$ cat src/rtl/serial_adder_pkg.sv
// Shared types and constants for the bit-serial adder/subtractor.
package serial_adder_pkg;

    typedef enum logic [1:0] {
        IDLE      = 2'd0,
        SAMPLE    = 2'd1,
        SHIFT_OUT = 2'd2
    } state_t;

    localparam logic MODE_ADD = 1'b0;
    localparam logic MODE_SUB = 1'b1;

endpackage : serial_adder_pkg

$ cat src/rtl/serial_piso_shreg.sv
// Parallel-in serial-out shift register; zeros are shifted in behind the data
// so the serial output idles low once the word has drained.
module serial_piso_shreg #(
    parameter int W         = 3,
    parameter bit LSB_FIRST = 1'b0
) (
    input  logic         clk,
    input  logic         rst_n,
    input  logic         load,
    input  logic         shift,
    input  logic [W-1:0] din,
    output logic         sout
);

    logic [W-1:0] shreg_r;

    // Parallel load has priority over shifting; otherwise hold.
    always_ff @(posedge clk) begin
        if (!rst_n) begin
            shreg_r <= '0;
        end else if (load) begin
            shreg_r <= din;
        end else if (shift) begin
            if (LSB_FIRST) begin
                shreg_r <= shreg_r >> 1'b1;
            end else begin
                shreg_r <= shreg_r << 1'b1;
            end
        end else begin
            shreg_r <= shreg_r;
        end
    end

    assign sout = LSB_FIRST ? shreg_r[0] : shreg_r[W-1];

endmodule : serial_piso_shreg

$ cat src/rtl/serial_adder_param.sv
// Bit-serial adder/subtractor: samples WIDTH operand bits, then streams the
// WIDTH+1-bit sum or difference back out framed by en_o.
module serial_adder_param
    import serial_adder_pkg::*;
#(
    parameter int WIDTH     = 2,
    parameter bit LSB_FIRST = 1'b0
) (
    input  logic clk,
    input  logic rst_n,
    input  logic en_i,
    input  logic mode_i,
    input  logic ina,
    input  logic inb,
    output logic en_o,
    output logic out,
    output logic busy_o,
    output logic err_o
);

    localparam int CNT_W = $clog2(WIDTH + 2);
    localparam int RES_W = WIDTH + 1;

    state_t             state_r, state_nxt_s;
    logic [CNT_W-1:0]   cnt_r, cnt_nxt_s;
    logic [WIDTH-1:0]   a_r, b_r, a_nxt_s, b_nxt_s;
    logic               mode_r, mode_s;
    logic               cap_s, compute_s, shift_s;
    logic [RES_W-1:0]   res_s;
    logic               en_r, err_r;

    // Operand SIPO next value: the incoming bit enters at the end the stream starts from.
    always_comb begin
        a_nxt_s = a_r;
        b_nxt_s = b_r;
        if (LSB_FIRST) begin
            a_nxt_s            = a_r >> 1'b1;
            b_nxt_s            = b_r >> 1'b1;
            a_nxt_s[WIDTH-1]   = ina;
            b_nxt_s[WIDTH-1]   = inb;
        end else begin
            a_nxt_s            = a_r << 1'b1;
            b_nxt_s            = b_r << 1'b1;
            a_nxt_s[0]         = ina;
            b_nxt_s[0]         = inb;
        end
    end

    // Mode comes straight from the pin in the start cycle so WIDTH=1 computes immediately.
    always_comb begin
        mode_s = mode_r;
        res_s  = '0;
        if (state_r == IDLE) begin
            mode_s = mode_i;
        end else begin
            mode_s = mode_r;
        end
        if (mode_s == MODE_SUB) begin
            res_s = {1'b0, a_nxt_s} - {1'b0, b_nxt_s};
        end else begin
            res_s = {1'b0, a_nxt_s} + {1'b0, b_nxt_s};
        end
    end

    // Next-state and datapath control.
    always_comb begin
        state_nxt_s = state_r;
        cnt_nxt_s   = cnt_r;
        cap_s       = 1'b0;
        compute_s   = 1'b0;
        shift_s     = 1'b0;
        case (state_r)
            IDLE: begin
                if (en_i) begin
                    cap_s = 1'b1;
                    if (WIDTH == 1) begin
                        compute_s   = 1'b1;
                        state_nxt_s = SHIFT_OUT;
                        cnt_nxt_s   = '0;
                    end else begin
                        state_nxt_s = SAMPLE;
                        cnt_nxt_s   = CNT_W'(1);
                    end
                end else begin
                    cnt_nxt_s = '0;
                end
            end
            SAMPLE: begin
                cap_s = 1'b1;
                if (cnt_r == CNT_W'(WIDTH - 1)) begin
                    compute_s   = 1'b1;
                    state_nxt_s = SHIFT_OUT;
                    cnt_nxt_s   = '0;
                end else begin
                    cnt_nxt_s = cnt_r + 1'b1;
                end
            end
            SHIFT_OUT: begin
                shift_s = 1'b1;
                if (cnt_r == CNT_W'(WIDTH)) begin
                    state_nxt_s = IDLE;
                    cnt_nxt_s   = '0;
                end else begin
                    cnt_nxt_s = cnt_r + 1'b1;
                end
            end
            default: begin
                state_nxt_s = IDLE;
                cnt_nxt_s   = '0;
            end
        endcase
    end

    // State, counter, operand capture and registered status outputs.
    always_ff @(posedge clk) begin
        if (!rst_n) begin
            state_r <= IDLE;
            cnt_r   <= '0;
            a_r     <= '0;
            b_r     <= '0;
            mode_r  <= MODE_ADD;
            en_r    <= 1'b0;
            err_r   <= 1'b0;
        end else begin
            state_r <= state_nxt_s;
            cnt_r   <= cnt_nxt_s;
            if (cap_s) begin
                a_r <= a_nxt_s;
                b_r <= b_nxt_s;
            end else begin
                a_r <= a_r;
                b_r <= b_r;
            end
            if ((state_r == IDLE) && en_i) begin
                mode_r <= mode_i;
            end else begin
                mode_r <= mode_r;
            end
            en_r  <= (state_nxt_s == SHIFT_OUT);
            err_r <= en_i && (state_r != IDLE);
        end
    end

    serial_piso_shreg #(
        .W         (RES_W),
        .LSB_FIRST (LSB_FIRST)
    ) u_res_piso (
        .clk   (clk),
        .rst_n (rst_n),
        .load  (compute_s),
        .shift (shift_s),
        .din   (res_s),
        .sout  (out)
    );

    assign en_o   = en_r;
    assign err_o  = err_r;
    assign busy_o = (state_r != IDLE);

endmodule : serial_adder_param

$ cat config.mk
export PLATFORM = sky130hd
export DESIGN_NAME = serial_adder_param
export DESIGN_NICKNAME = d
export VERILOG_FILES = /design/src/rtl/serial_adder_pkg.sv /design/src/rtl/serial_piso_shreg.sv /design/src/rtl/serial_adder_param.sv
export SDC_FILE = /design/constraint.sdc
export NUM_CORES = 1
export LEC_CHECK = 0
export BUFFER_PORTS_ARGS = -buffer_cell sky130_fd_sc_hd__buf_2
export CORE_ASPECT_RATIO = 0.7
export CORE_MARGIN = 2
export CORE_UTILIZATION = 25
export CTS_BUF_LIST = sky130_fd_sc_hd__clkbuf_8 sky130_fd_sc_hd__clkbuf_16
export DETAILED_ROUTE_END_ITERATION = 10
export MAX_ROUTING_LAYER = met4
export PLACE_DENSITY_LB_ADDON = 0.05
export SYNTH_ARGS = -nofsm -noshare
export SYNTH_HDL_FRONTEND = slang
export SYNTH_SLANG_ARGS = --single-unit
$ cat constraint.sdc
create_clock -name clk -period 2.5 [get_ports clk]
set_input_delay 0.5 -clock clk [delete_from_list [all_inputs] [get_ports clk]]
set_output_delay 0.5 -clock clk [all_outputs]
set_load 0.02 [all_outputs]
==> results.rst <==
.. list-table::
   :header-rows: 1

   * - Metric
     - Value
   * - Buffers from clock root to sink, at most
     - 2
   * - Worst clock skew on the final layout
     - 0.00904 ns
   * - Worst setup slack after layout
     - 0.628 ns
   * - Max stage delay cell, worst path
     - sky130_fd_sc_hd__fa_1
   * - Main area contributors after synthesis
     - sky130_fd_sc_hd__dfxtp_1 38%, sky130_fd_sc_hd__mux2i_1 4.8%, sky130_fd_sc_hd__ha_1 4.0%
   * - Number of global-route vias before repair
     - 463
   * - Number of antenna violations at the first check in global routing
     - 0
   * - Largest voltage drop on the vdd net
     - 0.219 mV
   * - Transition time at the pin with the least slew margin
     - 0.419 ns
   * - Share of the synthesized area in the top cell type
     - 38.1%
   * - Highest-count cells in the layout ignoring fill and taps
     - 12 x sky130_fd_sc_hd__dfxtp_1, 9 x sky130_fd_sc_hd__buf_2, 6 x sky130_fd_sc_hd__inv_1, 6 x sky130_fd_sc_hd__nor2_1
   * - Instance count of the mapped netlist
     - 66
   * - Kind of cell with the highest combined delay on the critical path
     - adder cells
   * - Count of nets after finishing
     - 89
   * - Pin count of the biggest net entering global routing
     - 14
   * - Cts hold-fix bufs
     - 0
   * - Total nets after synthesis
     - 75
   * - Synth Cell Area
     - 631 µm²
   * - Global-route total usage across every layer
     - 10.8%
   * - Number of DRC markers in iteration 0
     - 10
   * - I/O Pins
     - 10
   * - Clock transition at the registers of the reported paths
     - 0.06 ns
   * - Core Util, Final
     - 31.8%
   * - CTS tree
     - done
   * - Die footprint
     - 2950 µm²
   * - Number of gates resized after cts
     - 0
   * - Hold path start
     - u_res_piso.shreg_r[1]$_SDFFE_PN0P_
   * - Final critical delay including setup and external delays
     - 1.87 ns
   * - Mean cell area of the mapped netlist
     - 9.55 µm²
   * - Critical Path End Type
     - flop
   * - Buffer type at the clock tree root
     - sky130_fd_sc_hd__clkbuf_8
   * - DRC violations left
     - 0
   * - Hold Crit Class
     - flop to flop
   * - Proportion of synthesized chip area in sequential cells
     - 38.1%
   * - Leakage power total
     - 0.323 nW
   * - Setup TNS
     - 0 ns
   * - Effective utilization at floorplan
     - 26.0%
   * - Most common cell after layout, fill and taps aside
     - sky130_fd_sc_hd__dfxtp_1
   * - Number of slew-limit violations in the final report
     - 0
   * - Power density over the cells
     - 674 nW/µm²
   * - Worst EP arrival
     - 2.02 ns
   * - Routability-driven placement congestion ratio
     - 0.693
   * - Global-route wire length before repair
     - 2.25 mm
   * - Die Height
     - 46.0 µm
   * - Core Footprint
     - 2420 µm²
   * - CTS H-tree depth
     - 1
   * - Synth-to-Final Area Change
     - 22.0%
   * - Total Power Consumption
     - 0.519 mW
   * - Placed cell count
     - 109
   * - Synth Warn #
     - 0
   * - Final standard cell count with taps included and fillers excluded
     - 113
   * - Number of iterations in the first detailed-routing pass
     - 4
   * - Cell type contributing the most total cell area after synthesis
     - sky130_fd_sc_hd__dfxtp_1
   * - Highest achievable clock rate
     - 534 MHz
   * - Number of failing setup endpoints in the final timing report
     - 0
   * - Data required time at the worst endpoint
     - 2.65 ns
   * - Element type at the critical path start
     - flop
   * - Category of the most critical setup path
     - flop to flop
   * - Number of placement rows
     - 15
   * - Total wirelength of the detailed-routed design
     - 1.31 mm
   * - Maximum fanout along the worst path
     - 3
   * - Final period util
     - 74.9%
   * - Flip-flop and latch count after synthesis
     - 12
   * - Post-DP HPWL
     - 953 µm
   * - Maximum Capacitance Violations
     - 0
   * - Floorplan die width
     - 64.0 µm
   * - Antenna cell count
     - 0
   * - CP Cell Sequence
     - inv_1 -> ha_1 -> inv_1 -> o31a_1 -> fa_1 -> o311a_1 -> a2111oi_2
   * - Result of the run
     - finished clean
   * - WL/cell
     - 11.6 µm
   * - Worst slew margin
     - 72.0%
   * - Number of vias per cell after detailed routing
     - 4.48
   * - Setup repair after global routing missed its margin
     - no
   * - Count of final hold-check violations
     - 0
   * - Count of nets left with antenna violations after detail routing
     - 0
   * - Count of cell types in the netlist
     - 30
   * - Number of vias in the routed layout
     - 506
   * - Clock insertion delay at the later pin of the skew report
     - 0.24 ns
   * - Placement-stage worst setup slack
     - 0.362 ns
   * - Critical Path Start
     - b_r[0]$_SDFFE_PN0P_
   * - Filler cell count
     - 261
   * - Final global-route overflow total
     - 0
   * - TritonCTS sink count
     - 12
   * - Total buffers and inverters traversed by the critical path
     - 2
   * - Number of buffers created by CTS
     - 3
   * - Share of layout cells above drive strength 1
     - 24.1%
   * - Cell repeated most along the worst path
     - sky130_fd_sc_hd__inv_1
   * - Number of post-CTS setup repair buffers
     - 0
   * - PortBufs
     - 9
   * - Origin of the critical flop-to-flop path
     - b_r[0]$_SDFFE_PN0P_
   * - Critical path's largest stage delay
     - 0.43 ns
-- cell usage after synthesis --
| cell | instances |
|---|---|
| sky130_fd_sc_hd__buf_4 | 1 |
| sky130_fd_sc_hd__a21oi_1 | 4 |
| sky130_fd_sc_hd__or2b_1 | 1 |
| sky130_fd_sc_hd__o21ai_0 | 3 |
| sky130_fd_sc_hd__and4bb_2 | 1 |
| sky130_fd_sc_hd__a32oi_1 | 1 |
| sky130_fd_sc_hd__a22oi_1 | 1 |
| sky130_fd_sc_hd__inv_1 | 6 |
| sky130_fd_sc_hd__a211oi_1 | 2 |
| sky130_fd_sc_hd__or2_2 | 1 |
| sky130_fd_sc_hd__o31a_1 | 1 |
| sky130_fd_sc_hd__nor2_1 | 6 |
| sky130_fd_sc_hd__and3_1 | 1 |
| sky130_fd_sc_hd__o21a_4 | 1 |
| sky130_fd_sc_hd__buf_6 | 1 |
| sky130_fd_sc_hd__nor2b_1 | 3 |
| sky130_fd_sc_hd__nand2b_1 | 1 |
| sky130_fd_sc_hd__nor3_1 | 1 |
| sky130_fd_sc_hd__ha_1 | 2 |
| sky130_fd_sc_hd__nor3b_1 | 3 |
| sky130_fd_sc_hd__fa_1 | 1 |
| sky130_fd_sc_hd__o21bai_1 | 1 |
| sky130_fd_sc_hd__o311a_1 | 2 |
| sky130_fd_sc_hd__a2111oi_2 | 1 |
| sky130_fd_sc_hd__and3b_1 | 1 |
| sky130_fd_sc_hd__dfxtp_1 | 12 |
| sky130_fd_sc_hd__clkinv_1 | 1 |
| sky130_fd_sc_hd__nand4bb_1 | 1 |
| sky130_fd_sc_hd__nand3_1 | 2 |
| sky130_fd_sc_hd__mux2i_1 | 3 |
-- tightest hold or removal path: stages, from the launching register on --
cell and delay, ns:
sky130_fd_sc_hd__dfxtp_1 0.30, sky130_fd_sc_hd__nand3_1 0.06, sky130_fd_sc_hd__a21oi_1 0.05
-- state kept, by name, summed over array words and instances (netlist names) --
register	cells
u_res_piso.shreg_r	3
mode_r	1
b_r	1
cnt_r	2
a_r	1
state_r	2
en_o	1
err_o	1
-- routing by layer --
metal / wire length (µm) / GRT usage, %
met3: 93 / 4.95
met2: 493 / 14.4
met1: 710 / 14.1
met5: 0 / -
met4: 11 / 3.91
-- power by group --
part | switching, mW | internal, mW
Sequential | 0.00884 | 0.204
Clock | 0.0758 | 0.139
Combinational | 0.0502 | 0.0405
-- through the flow --
stage / cell area, µm² / hold WS [ns]
6_report: 769 / 0.459
5_1_grt: 769 / 0.493
4_1_cts: 769 / 0.464
3_5_place_dp: 714 / 0.456
3_3_place_gp: 714 / 0.457
2_1_floorplan: 631 / 0.439
-- area by class of cell --
cell class | instances | area, µm² | area share (%)
multi-input cells | 45 | 345 | 44.9
well taps | 34 | 42.5 | 5.53
clock buffers | 4 | 55.1 | 7.15
repair buffers | 11 | 60.1 | 7.80
flip-flops and latches | 12 | 240 | 31.2
inverters | 7 | 26.3 | 3.41
-- worst paths after layout --
kind                                                      endpoint  slack, ns  cells past startpoint
worst max-delay path            u_res_piso.shreg_r[2]$_SDFFE_PN0P_       0.63                      7
worst min-delay path            u_res_piso.shreg_r[1]$_SDFFE_PN0P_       0.46                      2
worst max register to register  u_res_piso.shreg_r[2]$_SDFFE_PN0P_       0.63                      7
worst min register to register  u_res_piso.shreg_r[1]$_SDFFE_PN0P_       0.46                      2
-- cell families (layout without fill, tap and decap cells) --
| logic type | count (synthesis) | count (layout) | share of synthesized area, % |
|---|---|---|---|
| DFF | 12 | 12 | 38.1 |
| adders and majority gates | 3 | 3 | 7.14 |
| muxes | 3 | 3 | 4.76 |
| buffers and inverters | 9 | 22 | 7.14 |
| AOI/OAI and AO/OA | 17 | 17 | 21.0 |
| and+or+nand+nor | 22 | 22 | 21.8 |
Note: power is estimated with default switching activity, not from simulation.
